`config.mk`:
```
export PLATFORM = sky130hd
export DESIGN_NAME = fetch_prefetch_queue
export DESIGN_NICKNAME = d
export VERILOG_FILES = /design/src/rtl/common_params.sv /design/src/rtl/fetch_prefetch_queue_if.sv /design/src/rtl/fetch_fifo.sv /design/src/rtl/fetch_prefetch_queue.sv
export SDC_FILE = /design/constraint.sdc
export NUM_CORES = 1
export LEC_CHECK = 0
export ABC_CLOCK_PERIOD_IN_PS = 6000
export CORE_AREA = 4 4 238 240
export CTS_CLUSTER_SIZE = 25
export DETAILED_ROUTE_END_ITERATION = 7
export DIE_AREA = 0 0 242 244
export DONT_BUFFER_PORTS = 1
export PLACE_DENSITY = 0.64
export SLEW_MARGIN = 20
export SYNTH_ARGS = -nofsm -noshare
export SYNTH_HDL_FRONTEND = slang
export SYNTH_SLANG_ARGS = --single-unit
```
`constraint.sdc`:
```
create_clock -name clk -period 6 [get_ports clk]
set_clock_uncertainty 0.05 [all_clocks]
set_input_delay 1.2 -clock clk [delete_from_list [all_inputs] [get_ports clk]]
set_output_delay 1.2 -clock clk [all_outputs]
set_load 0.05 [all_outputs]
```
`src/rtl/common_params.sv`:
```
// Shared definitions for the instruction fetch path.
//   BITS          : data/address width used throughout fetch
//   NOP, ECALL_i  : full instruction encodings
//   JAL_i         : JAL major opcode (inst[6:0])
//   fetch_entry_t : one prefetch queue entry
//   j_imm()       : sign-extended J-type immediate
package common_params;

  localparam int BITS = 32;

  localparam logic [BITS-1:0] NOP     = 32'h0000_0013;  // addi x0, x0, 0
  localparam logic [BITS-1:0] ECALL_i = 32'h0000_0073;
  localparam logic [6:0]      JAL_i   = 7'b110_1111;

  typedef struct packed {
    logic [BITS-1:0] inst;
    logic [BITS-1:0] pc;
    logic [BITS-1:0] pc_inc;
    logic            hlt;
    logic            pred;
  } fetch_entry_t;

  function automatic logic [BITS-1:0] j_imm(input logic [BITS-1:0] inst);
    return {{12{inst[31]}}, inst[19:12], inst[20], inst[30:21], 1'b0};
  endfunction

endpackage

```
`src/rtl/fetch_prefetch_queue_if.sv`:
```
// Push/pop/status bundle between the fetch control logic and its queue.
//   master : fetch control (push, push_data, pop, flush out; status in)
//   slave  : queue storage (status and head entry out)
interface fetch_prefetch_queue_if
  import common_params::*;
#(
  parameter int DEPTH = 4
);
  localparam int CW = $clog2(DEPTH) + 1;

  logic          push;
  fetch_entry_t  push_data;
  logic          pop;
  logic          flush;
  logic          full;
  logic          empty;
  logic [CW-1:0] count;
  fetch_entry_t  head;

  modport master (output push, push_data, pop, flush,
                  input  full, empty, count, head);
  modport slave  (input  push, push_data, pop, flush,
                  output full, empty, count, head);
endinterface

```
`src/rtl/fetch_fifo.sv`:
```
// Circular buffer of fetch entries, DEPTH a power of two.
//   clk, rst_n : clock, asynchronous active-low reset
//   q (slave)  : push/pop/flush in; full/empty/count/head out
// The head entry is read combinationally, so a push at edge N is visible
// right after edge N. Flush empties the queue and wins over push/pop.
module fetch_fifo
  import common_params::*;
#(
  parameter int DEPTH = 4
) (
  input  logic                         clk,
  input  logic                         rst_n,
  fetch_prefetch_queue_if.slave        q
);
  localparam int AW = $clog2(DEPTH);
  localparam int CW = AW + 1;
  localparam logic [CW-1:0] FULL_CNT = CW'(DEPTH);

  fetch_entry_t  mem_q [DEPTH];
  logic [AW-1:0] wp_q, wp_d, rp_q, rp_d;
  logic [CW-1:0] cnt_q, cnt_d;
  logic          wr_en, rd_en;

  // A pop frees the slot a simultaneous push needs, so push is legal when full.
  assign wr_en = q.push && !q.flush && (!q.full || q.pop);
  assign rd_en = q.pop && !q.flush && !q.empty;

  // NOTE: every always_comb output gets a default first so no latch is inferred.
  always_comb begin
    wp_d  = wp_q;
    rp_d  = rp_q;
    cnt_d = cnt_q;
    if (q.flush) begin
      wp_d  = '0;
      rp_d  = '0;
      cnt_d = '0;
    end else begin
      if (wr_en) wp_d = wp_q + AW'(1);
      if (rd_en) rp_d = rp_q + AW'(1);
      cnt_d = cnt_q + CW'(wr_en) - CW'(rd_en);
    end
  end

  // NOTE: sequential state uses non-blocking assignments only.
  always_ff @(posedge clk or negedge rst_n) begin
    if (!rst_n) begin
      wp_q  <= '0;
      rp_q  <= '0;
      cnt_q <= '0;
    end else begin
      wp_q  <= wp_d;
      rp_q  <= rp_d;
      cnt_q <= cnt_d;
    end
  end

  // NOTE: storage is not reset; an entry is only observed after it was written.
  always_ff @(posedge clk) begin
    if (wr_en) mem_q[wp_q] <= q.push_data;
  end

  assign q.head  = mem_q[rp_q];
  assign q.count = cnt_q;
  assign q.empty = (cnt_q == '0);
  assign q.full  = (cnt_q == FULL_CNT);

endmodule

```
`src/rtl/fetch_prefetch_queue.sv`:
```
// Instruction prefetch: issues sequential fetches to a gnt/rvalid memory,
// buffers responses in a DEPTH-entry queue and presents the head to decode.
//   clk, rst_n          : clock, asynchronous active-low reset
//   PC_SRC, TARGET_ADDR : redirect from execute (flush + refetch)
//   STALL               : decode holds the current head
//   imem_*              : request/grant and in-order response channel
//   IF_ID_*             : head entry towards decode
// Optional: FETCH_JAL_PREDICT_EN redirects fetch at JAL words as they arrive.
module fetch_prefetch_queue
  import common_params::*;
#(
  parameter int              DEPTH    = 4,
  parameter logic [BITS-1:0] RESET_PC = '0
) (
  input  logic            clk,
  input  logic            rst_n,
  input  logic            PC_SRC,
  input  logic [BITS-1:0] TARGET_ADDR,
  input  logic            STALL,
  output logic            imem_req,
  output logic [BITS-1:0] imem_addr,
  input  logic            imem_gnt,
  input  logic            imem_rvalid,
  input  logic [BITS-1:0] imem_rdata,
  output logic            IF_ID_VALID,
  output logic [BITS-1:0] IF_ID_Inst,
  output logic [BITS-1:0] IF_ID_PC,
  output logic [BITS-1:0] IF_ID_PC_INC,
  output logic            IF_ID_HLT,
  output logic            IF_ID_PRED
);
  localparam int AW = $clog2(DEPTH);
  localparam int CW = AW + 1;
  localparam logic [CW:0] DEPTH_W = (CW + 1)'(DEPTH);

  logic            run_q, run_d;        // holds requests off for the first cycle after reset
  logic [BITS-1:0] pc_q, pc_d;          // next address to request
  logic [BITS-1:0] rsp_pc_q, rsp_pc_d;  // PC of the next current-epoch response
  logic            epoch_q, epoch_d;
  logic            halted_q, halted_d;
  logic [CW-1:0]   out_cnt_q, out_cnt_d;
  logic [DEPTH-1:0] tag_q, tag_d;       // epoch of each in-flight request
  logic [AW-1:0]   tag_wp_q, tag_wp_d, tag_rp_q, tag_rp_d;
  logic [BITS-1:0] last_pc_q, last_pc_d, last_inc_q, last_inc_d;

  logic            rsp_valid, rsp_keep, req_acc, jal_hit, credit_ok;
  logic [BITS-1:0] jal_target;
  logic [CW:0]     inflight;
  fetch_entry_t    entry;

  fetch_prefetch_queue_if #(.DEPTH(DEPTH)) fq ();

  fetch_fifo #(.DEPTH(DEPTH)) u_fifo (
    .clk   (clk),
    .rst_n (rst_n),
    .q     (fq.slave)
  );

  // Queued plus in-flight never exceeds DEPTH, so a response always has room.
  assign inflight  = {1'b0, fq.count} + {1'b0, out_cnt_q};
  assign credit_ok = inflight < DEPTH_W;

  // With nothing outstanding (e.g. just after reset) a response is stray.
  assign rsp_valid = imem_rvalid && (out_cnt_q != '0);
  assign rsp_keep  = rsp_valid && (tag_q[tag_rp_q] == epoch_q) && !PC_SRC;

`ifdef FETCH_JAL_PREDICT_EN
  assign jal_hit    = rsp_keep && (imem_rdata[6:0] == JAL_i);
  assign jal_target = rsp_pc_q + j_imm(imem_rdata);
`else
  assign jal_hit    = 1'b0;
  assign jal_target = rsp_pc_q;
`endif

  // A predicted JAL retargets pc_q this cycle, so no request goes out with it.
  assign imem_req  = run_q && !halted_q && !PC_SRC && !jal_hit && credit_ok;
  assign imem_addr = pc_q;
  assign req_acc   = imem_req && imem_gnt;

  always_comb begin
    entry        = '0;
    entry.inst   = imem_rdata;
    entry.pc     = rsp_pc_q;
    entry.pc_inc = rsp_pc_q + 32'd4;
    entry.hlt    = (imem_rdata == ECALL_i);
    entry.pred   = jal_hit;
  end

  assign fq.push      = rsp_keep;
  assign fq.push_data = entry;
  assign fq.pop       = !fq.empty && !STALL && !PC_SRC;
  assign fq.flush     = PC_SRC;

  always_comb begin
    run_d      = 1'b1;
    pc_d       = pc_q;
    rsp_pc_d   = rsp_pc_q;
    epoch_d    = epoch_q;
    halted_d   = halted_q;
    out_cnt_d  = out_cnt_q + CW'(req_acc) - CW'(rsp_valid);
    tag_d      = tag_q;
    tag_wp_d   = tag_wp_q;
    tag_rp_d   = tag_rp_q;
    last_pc_d  = last_pc_q;
    last_inc_d = last_inc_q;

    if (req_acc) begin
      tag_d[tag_wp_q] = epoch_q;
      tag_wp_d        = tag_wp_q + AW'(1);
    end
    if (rsp_valid) tag_rp_d = tag_rp_q + AW'(1);

    // PC fields keep showing the last head once the queue runs dry.
    if (!fq.empty) begin
      last_pc_d  = fq.head.pc;
      last_inc_d = fq.head.pc_inc;
    end

    if (PC_SRC) begin
      pc_d     = TARGET_ADDR;
      rsp_pc_d = TARGET_ADDR;
      epoch_d  = ~epoch_q;
      halted_d = 1'b0;
    end else begin
      if (req_acc) pc_d = pc_q + 32'd4;
      if (rsp_keep) begin
        rsp_pc_d = rsp_pc_q + 32'd4;
        if (entry.hlt) halted_d = 1'b1;
      end
      if (jal_hit) begin
        pc_d     = jal_target;
        rsp_pc_d = jal_target;
        epoch_d  = ~epoch_q;
      end
    end
  end

  always_ff @(posedge clk or negedge rst_n) begin
    if (!rst_n) begin
      run_q      <= 1'b0;
      pc_q       <= RESET_PC;
      rsp_pc_q   <= RESET_PC;
      epoch_q    <= 1'b0;
      halted_q   <= 1'b0;
      out_cnt_q  <= '0;
      tag_q      <= '0;
      tag_wp_q   <= '0;
      tag_rp_q   <= '0;
      last_pc_q  <= '0;
      last_inc_q <= 32'd4;
    end else begin
      run_q      <= run_d;
      pc_q       <= pc_d;
      rsp_pc_q   <= rsp_pc_d;
      epoch_q    <= epoch_d;
      halted_q   <= halted_d;
      out_cnt_q  <= out_cnt_d;
      tag_q      <= tag_d;
      tag_wp_q   <= tag_wp_d;
      tag_rp_q   <= tag_rp_d;
      last_pc_q  <= last_pc_d;
      last_inc_q <= last_inc_d;
    end
  end

  assign IF_ID_VALID  = !fq.empty;
  assign IF_ID_Inst   = fq.empty ? NOP : fq.head.inst;
  assign IF_ID_PC     = fq.empty ? last_pc_q : fq.head.pc;
  assign IF_ID_PC_INC = fq.empty ? last_inc_q : fq.head.pc_inc;
  assign IF_ID_HLT    = !fq.empty && fq.head.hlt;
  assign IF_ID_PRED   = !fq.empty && fq.head.pred;

endmodule

```
==> impl_metrics.yaml <==
run_status:
  status: "complete, no violations"
clocking:
  cts-buffers-inserted: 55
  cts_tree: "done"
  clkSinkCount: 529
  clk_pin_slew_ns: 0.06
  ctsResizeCount: 0
  ctsHoldBuffers: 0
  cts_buffer_depth: 3
  clock_latency_ns: 0.60
  cts_post_setup_buffers_inserted: 0
  htree_levels: 2
  cts_root_buf: "clkbuf_16"
cells_and_area:
  multi_input_area_um2: 6100
  fin_cells: 2137
  area_growth_pct: 12.1
  n_antenna_cell: 0
  layout_commonest_cell: "edfxtp_1"
  nNetsFinal: 1474
  regArea_um2: 15100
  nFillCells: 4734
  drive_above_1_share_pct: 16.8
  final_cell_mix: "edfxtp_1, nand2_1, dfrtp_1, mux4_2, clkbuf_16"
worst_setup_path:
  crit_start: "u_fifo.rp_q[0]"
  critPathTopFamily: "flip-flops"
  cpMostUsedCell: "nand2_1"
  critical_path.cell_chain: "buf_4 > mux4_2 > nand2_1 > nand2_1"
  crit_type: "register to output port"
  crit_path_max_incr_delay_ns: 0.94
  crit_end: "IF_ID_PC_INC[19]"
  reg2reg_to: "u_fifo.mem_q[1][68]"
  cp-start-kind: "register"
  crit_cells: 4
  crit_required_ns: 4.75
  critPathArrivalTime_ns: 3.19
  path_max_fanout: 38
  crit_slowest_cell: "dfrtp_4"
  r2r_cells: 7
  rrSetupSlack_ns: 2.23
  crit_buf_inv: 1
  end_kind: "output port"
  r2r_start: "tag_rp_q[0]"
pwr:
  power.leakage_nw: 8.48
  power_mw: 13.1
  pwr-share-comb_pct: 34.4
  p_clk_share_pct: 26.7
  powerDensity_nw_per_um2: 539
  intPower_mw: 7.60
  switching_share_pct: 41.9
  switching_power_mw: 5.48
  pwr-share-seq_pct: 38.8
  irDropWorstVdd_v: 0.000373
timing:
  hold_viol_final: 0
  worst_slack_ns: 1.56
  tns_ns: 0
  fmax_mhz: 225
  rsz0062_at_grt: "no"
  finalSetupViolations: 0
  tightest_slew_ns: 1.01
  slew-limit-headroom_pct: 32.8
  slew_violations: 0
  post-route-period-util_pct: 74.1
  period_needed_ns: 4.44
floorplan:
  die_h_um: 244
  row_count: 86
  coreArea_um2: 54700
  start_util_pct: 39.6
  die_area_um2: 59000
  chipWidth_um: 242
  io_pins: 202
synth:
  yosys_most_used_dff: "edfxtp_1"
  synthesis.nets: 1472
  async_flop_share_pct: 28.2
  synth_area_per_cell_um2: 15.6
  synth.cell_area_um2: 21600
  synth.top_cell.area_share_pct: 52.7
  synth_edf_count: 380
  syn_inst: 1384
  yosysTopAreaCell: "edfxtp_1"
  synth_warnings: 0
  yosysSeqAreaShare_pct: 70.0
  ys_types: 70
  synth_seq_cells: 529
  synthTopCellsByArea: "edfxtp_1, dfrtp_1, mux4_2"
routing:
  wl_per_cell_um: 23.3
  ant_nets: 0
  avgViaCountPerCell: 5.47
  vias: 11700
  totalWireLength_um: 49700
  drt_pre_antenna_iters: 5
  drc: 0
  drt-initial-drc-count: 938
placement:
  preCtsSetupSlack_ns: 1.78
  detailed_place_hpwl_um: 31700
  port_buffers: 0
  place_congestion: 0.816
  placedCellCount: 2033
grt:
  track_usage_pct: 16.5
  use_met3_pct: 5.47
  grt_use_met1_pct: 22.8
  grt_pass1_wl_um: 75500
  top_usage_layer: "met2"
  antenna_found_initial: 1
  grt_max_degree: 150
  grt_pass1_vias: 11800
  grt-ovfl-total: 0
  met2_usage_pct: 25.9
worst_hold_path:
  min-delay-path-class: "input port to asynchronous set/reset pin"
run:
  max_cap_viol_count: 0
-- synthesized netlist by cell type (9+ instances only) --
| library cell | instances |
|---|---|
| clkbuf_1 | 36 |
| and2_1 | 41 |
| xor2_1 | 32 |
| nand4_1 | 17 |
| dfrtp_1 | 148 |
| nor3_1 | 15 |
| ha_1 | 16 |
| nand3_1 | 42 |
| o311ai_0 | 9 |
| nand2_1 | 258 |
| inv_1 | 22 |
| xnor2_1 | 32 |
| o21ai_0 | 27 |
| mux2_2 | 12 |
| a31oi_1 | 14 |
| nor2_1 | 33 |
| mux4_2 | 96 |
| buf_1 | 11 |
| nor4_1 | 12 |
| buf_2 | 13 |
| edfxtp_1 | 380 |
-- per-stage QoR --
step           instance area (µm²)  hold slack, ns  utilization [%]
4_1_cts                      24300           0.214             44.4
5_1_grt                      24300           0.208             44.4
3_3_place_gp                 22400           0.425             41.0
3_5_place_dp                 22400           0.436             41.0
6_report                     24300           0.250             44.4
2_1_floorplan                21600           0.403                -
-- worst min-delay path by stage --
stage               slack, ns        endpoint  cells past startpoint
floorplan                0.40     tag_rp_q[1]                      1
global placement         0.43     tag_rp_q[1]                      1
detailed placement       0.44     tag_rp_q[1]                      1
CTS                      0.21  last_inc_q[23]                      0
finish                   0.25  last_inc_q[27]                      0
global route             0.21  last_inc_q[27]                      0
-- state kept, by name (all words and copies together), names as in the netlist --
signal	count
epoch_q	1
out_cnt_q	3
imem_addr	32
tag_q	4
u_fifo.q.count	3
jal_target	32
tag_wp_q	2
tag_rp_q	2
halted_q	1
u_fifo.wp_q	2
run_q	1
u_fifo.rp_q	2
u_fifo.mem_q	380
last_pc_q	32
last_inc_q	32
-- power groups by stage --
stage | registers [mW] | logic (mW) | clock network [mW]
2_1_floorplan | 4.97 | 3.88 | 0
3_3_place_gp | 5.13 | 4.53 | 0
3_5_place_dp | 5.15 | 4.59 | 0
4_1_cts | 5.08 | 4.60 | 3.58
5_1_grt | 5.15 | 4.79 | 3.73
6_report | 5.07 | 4.50 | 3.50
-- cell type report --
cell class / instances / share of cell area (%)
clock buffer: 72 / 6.19
multi-input combinational: 763 / 25.2
tap: 704 / 3.63
inverter: 22 / 0.345
clock inverter: 32 / 1.54
timing repair buffer: 15 / 0.722
sequential: 529 / 62.4
-- routing by layer --
layer | up-vias | routed length, µm | part of all wire, %
met2 | 408 | 23200 | 47
li1 | 5192 | - | -
met4 | 0 | 868 | 1.7
met1 | 6028 | 21000 | 42
met3 | 70 | 4610 | 9.3
met5 | - | 0 | 0
-- logic make-up (layout without fill, tap and decap cells) --
kind of cell               Yosys count  after routing  share of synthesized area, %
DFF                                529            529                          70.0
and+or+nand+nor                    476            476                          10.6
muxes                              113            113                          10.9
buffers and inverters               92            141                          1.93
AOI/OAI and AO/OA                   89             89                          2.83
xor gates and xnor gates            65             65                          2.67
adders and majority gates           18             18                          1.11
other                                2              2                        0.0347
Power figures use the tool's default switching activity.
